<file path="src/rtl/alu_ctrl_pkg.sv">
// rtl/alu_ctrl_pkg.sv - ALU/MDU control codes, ALUOP/FUNC7 constants and FSM states
package alu_ctrl_pkg;

    localparam logic [4:0] ALU_AND    = 5'b00000;
    localparam logic [4:0] ALU_OR     = 5'b00001;
    localparam logic [4:0] ALU_ADD    = 5'b00010;
    localparam logic [4:0] ALU_SUB    = 5'b00011;
    localparam logic [4:0] ALU_SLL    = 5'b00100;
    localparam logic [4:0] ALU_SLT    = 5'b00101;
    localparam logic [4:0] ALU_SLTU   = 5'b00110;
    localparam logic [4:0] ALU_XOR    = 5'b00111;
    localparam logic [4:0] ALU_SRL    = 5'b01000;
    localparam logic [4:0] ALU_SRA    = 5'b01001;
    localparam logic [4:0] ALU_MUL    = 5'b01010;
    localparam logic [4:0] ALU_MULH   = 5'b01011;
    localparam logic [4:0] ALU_MULHSU = 5'b01100;
    localparam logic [4:0] ALU_MULHU  = 5'b01101;
    localparam logic [4:0] ALU_DIV    = 5'b01110;
    localparam logic [4:0] ALU_DIVU   = 5'b01111;
    localparam logic [4:0] ALU_REM    = 5'b10000;
    localparam logic [4:0] ALU_REMU   = 5'b10001;
    localparam logic [4:0] ALU_INV    = 5'b11111;

    localparam logic [2:0] ALUOP_R    = 3'b000;
    localparam logic [2:0] ALUOP_LOAD = 3'b001;
    localparam logic [2:0] ALUOP_JALR = 3'b010;
    localparam logic [2:0] ALUOP_IMM  = 3'b011;

    localparam logic [6:0] F7_BASE   = 7'b0000000;
    localparam logic [6:0] F7_ALT    = 7'b0100000;
    localparam logic [6:0] F7_MULDIV = 7'b0000001;

    typedef enum logic [1:0] {
        ST_IDLE = 2'b00,
        ST_MUL  = 2'b01,
        ST_DIV  = 2'b10,
        ST_DONE = 2'b11
    } md_state_t;

    function automatic logic is_mdu_code(input logic [4:0] code);
        return (code >= ALU_MUL) && (code <= ALU_REMU);
    endfunction

endpackage

</file>
<file path="src/rtl/mdu_divider.sv">
// rtl/mdu_divider.sv - iterative restoring radix-2 divider, one quotient bit per cycle
module mdu_divider #(
    parameter int XLEN = 32
) (
    input  logic            clk,
    input  logic            rst,
    input  logic            start,
    input  logic            clear,
    input  logic            is_signed,
    input  logic [XLEN-1:0] dividend,
    input  logic [XLEN-1:0] divisor,
    output logic            done,
    output logic [XLEN-1:0] quot,
    output logic [XLEN-1:0] rem
);
    localparam int CW = $clog2(XLEN);
    localparam logic [CW-1:0] LAST = CW'(XLEN - 1);

    logic            busy;
    logic [CW-1:0]   cnt;
    logic [XLEN-1:0] q_r, r_r, d_r;
    logic            neg_q, neg_r, by_zero;

    logic [XLEN-1:0] a_mag, b_mag;
    logic [XLEN:0]   shifted, trial;
    logic [XLEN-1:0] q_next, r_next;

    assign a_mag = (is_signed && dividend[XLEN-1]) ? -dividend : dividend;
    assign b_mag = (is_signed && divisor[XLEN-1])  ? -divisor  : divisor;

    // Partial remainder stays below the divisor, so bit XLEN of trial is a clean borrow flag.
    assign shifted = {r_r, q_r[XLEN-1]};
    assign trial   = shifted - {1'b0, d_r};
    assign r_next  = trial[XLEN] ? shifted[XLEN-1:0] : trial[XLEN-1:0];
    assign q_next  = {q_r[XLEN-2:0], ~trial[XLEN]};

    assign done = busy && (cnt == LAST);
    assign quot = by_zero ? '1 : (neg_q ? -q_next : q_next);
    assign rem  = neg_r ? -r_next : r_next;

    always_ff @(posedge clk or posedge rst) begin
        if (rst) begin
            busy    <= 1'b0;
            cnt     <= '0;
            q_r     <= '0;
            r_r     <= '0;
            d_r     <= '0;
            neg_q   <= 1'b0;
            neg_r   <= 1'b0;
            by_zero <= 1'b0;
        end else if (clear) begin
            busy <= 1'b0;
            cnt  <= '0;
        end else if (start) begin
            busy    <= 1'b1;
            cnt     <= '0;
            q_r     <= a_mag;
            r_r     <= '0;
            d_r     <= b_mag;
            neg_q   <= is_signed && (dividend[XLEN-1] ^ divisor[XLEN-1]);
            neg_r   <= is_signed && dividend[XLEN-1];
            by_zero <= (divisor == '0);
        end else if (busy) begin
            q_r <= q_next;
            r_r <= r_next;
            if (done) begin
                busy <= 1'b0;
                cnt  <= '0;
            end else begin
                cnt <= cnt + 1'b1;
            end
        end
    end

endmodule

</file>
<file path="src/rtl/alu_mdu_ctrl.sv">
// rtl/alu_mdu_ctrl.sv - RV32IM EX-stage ALU decode with multi-cycle MUL/DIV sequencing and stall
module alu_mdu_ctrl
    import alu_ctrl_pkg::*;
#(
    parameter int XLEN       = 32,
    parameter int MUL_STAGES = 2,
    parameter int M_EXT      = 1,
    parameter int DIV_SHORT  = 1
) (
    input  logic            clk,
    input  logic            rst,
    input  logic [6:0]      func7,
    input  logic [2:0]      func3,
    input  logic [2:0]      aluop,
    input  logic            valid_in,
    input  logic            flush,
    input  logic [XLEN-1:0] operand_a,
    input  logic [XLEN-1:0] operand_b,
    output logic [4:0]      alu_ctrl,
    output logic            md_stall,
    output logic            md_valid,
    output logic [XLEN-1:0] md_result
);
    localparam logic [1:0] MUL_LAST = (MUL_STAGES >= 2) ? 2'(MUL_STAGES - 2) : 2'd0;

    md_state_t       state, state_nx;
    logic [1:0]      mul_cnt;
    logic [4:0]      op_q;
    logic [XLEN-1:0] a_q, b_q;

    always_comb begin
        alu_ctrl = ALU_INV;
        case (aluop)
            ALUOP_R: begin
                if (func7 == F7_BASE) begin
                    case (func3)
                        3'b000:  alu_ctrl = ALU_ADD;
                        3'b001:  alu_ctrl = ALU_SLL;
                        3'b010:  alu_ctrl = ALU_SLT;
                        3'b011:  alu_ctrl = ALU_SLTU;
                        3'b100:  alu_ctrl = ALU_XOR;
                        3'b101:  alu_ctrl = ALU_SRL;
                        3'b110:  alu_ctrl = ALU_OR;
                        default: alu_ctrl = ALU_AND;
                    endcase
                end else if (func7 == F7_ALT) begin
                    if (func3 == 3'b000)      alu_ctrl = ALU_SUB;
                    else if (func3 == 3'b101) alu_ctrl = ALU_SRA;
                end else if (func7 == F7_MULDIV && M_EXT != 0) begin
                    alu_ctrl = ALU_MUL + {2'b00, func3};
                end
            end
            ALUOP_LOAD, ALUOP_JALR: alu_ctrl = ALU_ADD;
            ALUOP_IMM: begin
                case (func3)
                    3'b000: alu_ctrl = ALU_ADD;
                    3'b001: if (func7 == F7_BASE) alu_ctrl = ALU_SLL;
                    3'b010: alu_ctrl = ALU_SLT;
                    3'b011: alu_ctrl = ALU_SLTU;
                    3'b100: alu_ctrl = ALU_XOR;
                    3'b101: begin
                        if (func7 == F7_BASE)     alu_ctrl = ALU_SRL;
                        else if (func7 == F7_ALT) alu_ctrl = ALU_SRA;
                    end
                    3'b110:  alu_ctrl = ALU_OR;
                    default: alu_ctrl = ALU_AND;
                endcase
            end
            default: alu_ctrl = ALU_INV;
        endcase
    end

    logic mdu_op, accept, is_mul, div_signed, want_rem, div_zero, div_ovf, short_cut;
    logic [XLEN-1:0] short_val;

    assign mdu_op     = valid_in && is_mdu_code(alu_ctrl);
    assign accept     = mdu_op && (state == ST_IDLE) && !flush;
    assign is_mul     = (alu_ctrl <= ALU_MULHU);
    assign div_signed = (alu_ctrl == ALU_DIV) || (alu_ctrl == ALU_REM);
    assign want_rem   = (alu_ctrl == ALU_REM) || (alu_ctrl == ALU_REMU);
    assign div_zero   = (operand_b == '0);
    assign div_ovf    = div_signed && (operand_a == {1'b1, {(XLEN-1){1'b0}}}) && (operand_b == '1);
    assign short_cut  = (DIV_SHORT != 0) && !is_mul && (div_zero || div_ovf);
    assign short_val  = div_zero ? (want_rem ? operand_a : '1) : (want_rem ? '0 : operand_a);

    // The accept edge (MUL_STAGES=1) multiplies live operands; later stages use the latched copy.
    logic [4:0]        mul_op;
    logic [XLEN-1:0]   mul_a, mul_b, mul_res;
    logic              sa, sb;
    logic [2*XLEN-1:0] ext_a, ext_b, product;

    assign mul_op  = (state == ST_IDLE) ? alu_ctrl  : op_q;
    assign mul_a   = (state == ST_IDLE) ? operand_a : a_q;
    assign mul_b   = (state == ST_IDLE) ? operand_b : b_q;
    assign sa      = (mul_op == ALU_MULH) || (mul_op == ALU_MULHSU);
    assign sb      = (mul_op == ALU_MULH);
    assign ext_a   = {{XLEN{sa & mul_a[XLEN-1]}}, mul_a};
    assign ext_b   = {{XLEN{sb & mul_b[XLEN-1]}}, mul_b};
    assign product = ext_a * ext_b;
    assign mul_res = (mul_op == ALU_MUL) ? product[XLEN-1:0] : product[2*XLEN-1:XLEN];

    logic            div_done;
    logic [XLEN-1:0] div_quot, div_rem;

    mdu_divider #(.XLEN(XLEN)) u_div (
        .clk       (clk),
        .rst       (rst),
        .start     (accept && !is_mul && !short_cut),
        .clear     (flush),
        .is_signed (div_signed),
        .dividend  (operand_a),
        .divisor   (operand_b),
        .done      (div_done),
        .quot      (div_quot),
        .rem       (div_rem)
    );

    logic            res_load;
    logic [XLEN-1:0] res_nx;

    always_comb begin
        state_nx = state;
        res_load = 1'b0;
        res_nx   = md_result;
        case (state)
            ST_IDLE: begin
                if (accept) begin
                    if (is_mul) begin
                        if (MUL_STAGES <= 1) begin
                            state_nx = ST_DONE;
                            res_load = 1'b1;
                            res_nx   = mul_res;
                        end else begin
                            state_nx = ST_MUL;
                        end
                    end else if (short_cut) begin
                        state_nx = ST_DONE;
                        res_load = 1'b1;
                        res_nx   = short_val;
                    end else begin
                        state_nx = ST_DIV;
                    end
                end
            end
            ST_MUL: begin
                if (mul_cnt == MUL_LAST) begin
                    state_nx = ST_DONE;
                    res_load = 1'b1;
                    res_nx   = mul_res;
                end
            end
            ST_DIV: begin
                if (div_done) begin
                    state_nx = ST_DONE;
                    res_load = 1'b1;
                    res_nx   = (op_q == ALU_REM || op_q == ALU_REMU) ? div_rem : div_quot;
                end
            end
            default: state_nx = ST_IDLE;
        endcase
        if (flush) begin
            state_nx = ST_IDLE;
            res_load = 1'b0;
        end
    end

    always_ff @(posedge clk or posedge rst) begin
        if (rst) begin
            state     <= ST_IDLE;
            md_result <= '0;
            mul_cnt   <= '0;
            op_q      <= '0;
            a_q       <= '0;
            b_q       <= '0;
        end else begin
            state <= state_nx;
            if (res_load) md_result <= res_nx;
            mul_cnt <= (state == ST_MUL && state_nx == ST_MUL) ? mul_cnt + 1'b1 : 2'd0;
            if (accept) begin
                op_q <= alu_ctrl;
                a_q  <= operand_a;
                b_q  <= operand_b;
            end
        end
    end

    assign md_valid = (state == ST_DONE);
    assign md_stall = (mdu_op && state == ST_IDLE) || state == ST_MUL || state == ST_DIV;

endmodule

</file>
<file path="config.mk">
export PLATFORM = sky130hd
export DESIGN_NAME = alu_mdu_ctrl
export DESIGN_NICKNAME = d
export VERILOG_FILES = /design/src/rtl/alu_ctrl_pkg.sv /design/src/rtl/mdu_divider.sv /design/src/rtl/alu_mdu_ctrl.sv
export SDC_FILE = /design/constraint.sdc
export NUM_CORES = 2
export LEC_CHECK = 0
export BUFFER_PORTS_ARGS = -buffer_cell sky130_fd_sc_hd__buf_2
export CAP_MARGIN = 15
export CORE_UTILIZATION = 55
export DETAILED_ROUTE_END_ITERATION = 12
export PLACE_DENSITY = 0.71
export SETUP_SLACK_MARGIN = 0.15
export SYNTH_ARGS = -nofsm -noshare
export SYNTH_HDL_FRONTEND = slang
export SYNTH_SLANG_ARGS = --single-unit
export TNS_END_PERCENT = 50
</file>
<file path="constraint.sdc">
create_clock -name clk -period 16.09 [get_ports clk]
set_input_delay 1.609 -clock clk [delete_from_list [all_inputs] [get_ports clk]]
set_output_delay 1.609 -clock clk [all_outputs]
set_load 0.05 [all_outputs]
</file>
==> run_results.csv <==
group,metric,value,unit
run_status,status,"finished, violations left",
run_status,violations,"DRC",
clock_network,cts-root-buf,"clkbuf_16",
routing,viasPerCell,5.98,
synthesis,synth.net_count,7671,
floorplan,die_h,315,um
global_routing,grt_overflow,0,
floorplan,die_area,99300,um^2
critical_path,slowest_stage,"a32oi_1",
sta,fin_crit_sh,74.7,%
synthesis,yosysTopAreaCellShare,41.8,%
synthesis,yosysMostFrequentCell,"inv_1",
synthesis,synth_async_sr_flop_share,100,%
clock_network,cts.sinks,210,
clock_network,cts_max_level,1,
synthesis,synth_top_cell_by_area,"fa_1",
global_routing,grt_max_degree,99,
global_routing,grt_pass1_wl,271,mm
synthesis,netlist_top_cells_count,"inv_1 (1243), fa_1 (1126), nand2_1 (994), nor2_1 (486), ha_1 (259)",
synthesis,ys_types,97,
synthesis,syn_inst,6205,
sta,fin_tns_setup,0,ns
floorplan,num_rows,114,
synthesis,synth_seq_cells,210,
synthesis,synthTopCellsByArea,"fa_1 (42%), dfrtp_1 (9.7%), inv_1 (8.6%)",
critical_path,critPathMaxFanout,24,
clock_network,cts_buffers,26,
synthesis,yosys_warnings,0,
routing,drtIter0Drc,4287,
synthesis,syn_avg_cell_area,8.69,um^2
sta,hold_viol_final,0,
critical_path,cp-end-kind,"flip-flop",
placement,port_buffers,119,
sta,slew_headroom,7.72,%
floorplan,coreArea,97000,um^2
clock_network,cts_tree,"built",
final_layout,area_delta_synth_final,5.20,%
floorplan,io_pins,120,
floorplan,fp.dieW,315,um
routing,ant_nets,0,
critical_path,cp.arrival,12.45,ns
clock_network,clk_latency,0.55,ns
hold_path,hold_class,"flip-flop to flip-flop",
sta,grt_setup_unrepaired,"no",
sta,timing.fmax,83.2,MHz
critical_path,start_kind,"input port",
routing,drc_errors,42,
floorplan,start_util,55.6,%
clock_network,cts_post_setup_buffers_inserted,0,
critical_path,critPathRequiredTime,16.52,ns
final_layout,drive_gt1_share,7.91,%
global_routing,antenna_found_initial,9,
sta,setup_violations,0,
placement,dp_hpwl,140,mm
routing,via_count,44500,
routing,drtPass1Iterations,12,
critical_path,crit_top_cell,"fa_1",
synthesis,synth-main-ff-cell,"dfrtp_1",
clock_network,path_clk_slew,0.06,ns
synthesis,ys_seq_area_share,9.74,%
critical_path,max_stage_delay,0.72,ns
sta,slew_violations,0,
final_layout,num-fill-cells,8675,
synthesis,synth_edf_count,0,
clock_network,hold_buffers,0,
sta,worst_pin_slew,1.37,ns
clock_network,clk_path_buf_depth,3,
routing,wl_per_cell,23.8,um
routing,wl,177,mm
global_routing,grt_pass1_vias,45400,
sta,fin_skew,0.0125,ns
critical_path,path_class,"input port to flip-flop",
synthesis,synth.cell_area,53900,um^2
final_layout,nets,7602,
clock_network,post_cts_resized,0,
global_routing,groute.usage.overall,36.2,%
sta,min_period,12.02,ns
run,drv_cap,0,
placement,gp_congestion,1.01,
-- logic make-up (layout without fill, tap and decap cells) --
kind of cell,after synthesis,in the layout,synth area share [%]
AOI/OAI and AO/OA,806,806,9.51
and+or+nand+nor,1843,1843,14.6
DFF,210,210,9.74
muxes,215,215,4.32
adders and majority gates,1385,1385,47.8
other,0,10,0
xor gates and xnor gates,188,188,3.05
buffers and inverters,1558,1509,11.0
-- registers in the layout (all words and copies together) (netlist names) --
register,flops
u_div.neg_r,1
mul_cnt,2
u_div.r_r,32
u_div.d_r,32
u_div.by_zero,1
md_result,32
state,2
u_div.cnt,5
u_div.q_r,32
u_div.neg_q,1
u_div.busy,1
b_q,32
op_q,5
a_q,32
-- cell usage in the layout (no fill, tap or decap), types with 39 or more instances in the layout --
| cell | Yosys | layout |
|---|---|---|
| nand3_1 | 39 | 39 |
| inv_1 | 1243 | 1242 |
| ha_1 | 259 | 258 |
| xor2_1 | 61 | 61 |
| nor3_1 | 63 | 61 |
| nand2_1 | 994 | 994 |
| o21ai_0 | 192 | 192 |
| fa_1 | 1126 | 1126 |
| buf_4 | 0 | 94 |
| mux2i_1 | 77 | 50 |
| a21oi_1 | 255 | 255 |
| buf_2 | 31 | 119 |
| xnor2_1 | 127 | 127 |
| nor2_1 | 486 | 486 |
| and2_1 | 47 | 47 |
| a21o_1 | 49 | 48 |
| mux2_2 | 137 | 137 |
| dfrtp_1 | 210 | 210 |
-- routing by layer --
layer  share of wire [%]  wire (um)  global-route usage (%)  vias to the layer above
li1                    -          -                       -                    19100
met1                  39      68100                    48.0                    22500
met2                  46      80500                    57.0                     2428
met3                  11      19100                    8.29                      453
met4                 5.1       8970                    15.3                        2
met5               0.057        101                   0.919                        -
-- path summary, 6_finish.rpt --
check	from	end	slack (ns)	cells past startpoint
setup / recovery	func3[2]	md_result[31]$_DFFE_PP0P_	4.07	35
hold / removal	mul_cnt[0]$_DFF_PP0_	mul_cnt[0]$_DFF_PP0_	0.42	1
setup reg to reg	state[0]$_DFF_PP0_	md_result[31]$_DFFE_PP0P_	4.29	29
hold reg to reg	mul_cnt[0]$_DFF_PP0_	mul_cnt[0]$_DFF_PP0_	0.42	1
max in group asynchronous	rst	u_div.d_r[8]$_DFFE_PP0P_	13.40	3
min in group asynchronous	rst	mul_cnt[1]$_DFF_PP0_	1.14	2
-- per-stage QoR --
step,area (um^2),util (%),std cells,setup WS [ns],hold slack [ns]
3_5_place_dp,55800,57.5,7382,3.65,0.416
4_1_cts,56700,58.4,7430,4.17,0.424
6_report,56800,58.5,7442,4.07,0.425
2_1_floorplan,53900,-,6205,4.18,0.403
5_1_grt,56700,58.5,7436,3.48,0.453
3_3_place_gp,55800,57.5,7381,3.96,0.414
-- area by class of cell --
cell class                      instances  area, um^2  area share, %
Inverter                             1246        4690           8.26
Antenna cell                           10        25.0         0.0441
Timing Repair Buffer                  215        1340           2.36
Multi-Input combinational cell       4437       42900           75.6
Clock inverter                          9         154          0.271
Clock buffer                           39         771           1.36
Sequential cell                       210        5260           9.26
Tap cell                             1276        1600           2.81
-- worst max-delay path: cells and delay by family --
family | cells | cell delay [ns]
AOI/OAI and AO/OA | 12 | 3.64
buffers and inverters | 6 | 1.20
and+or+nand+nor | 7 | 1.61
adders and majority gates | 10 | 4.37
Power is not shown: default switching activity piles up to over one toggle a cycle in this logic, so the estimate is an artifact.
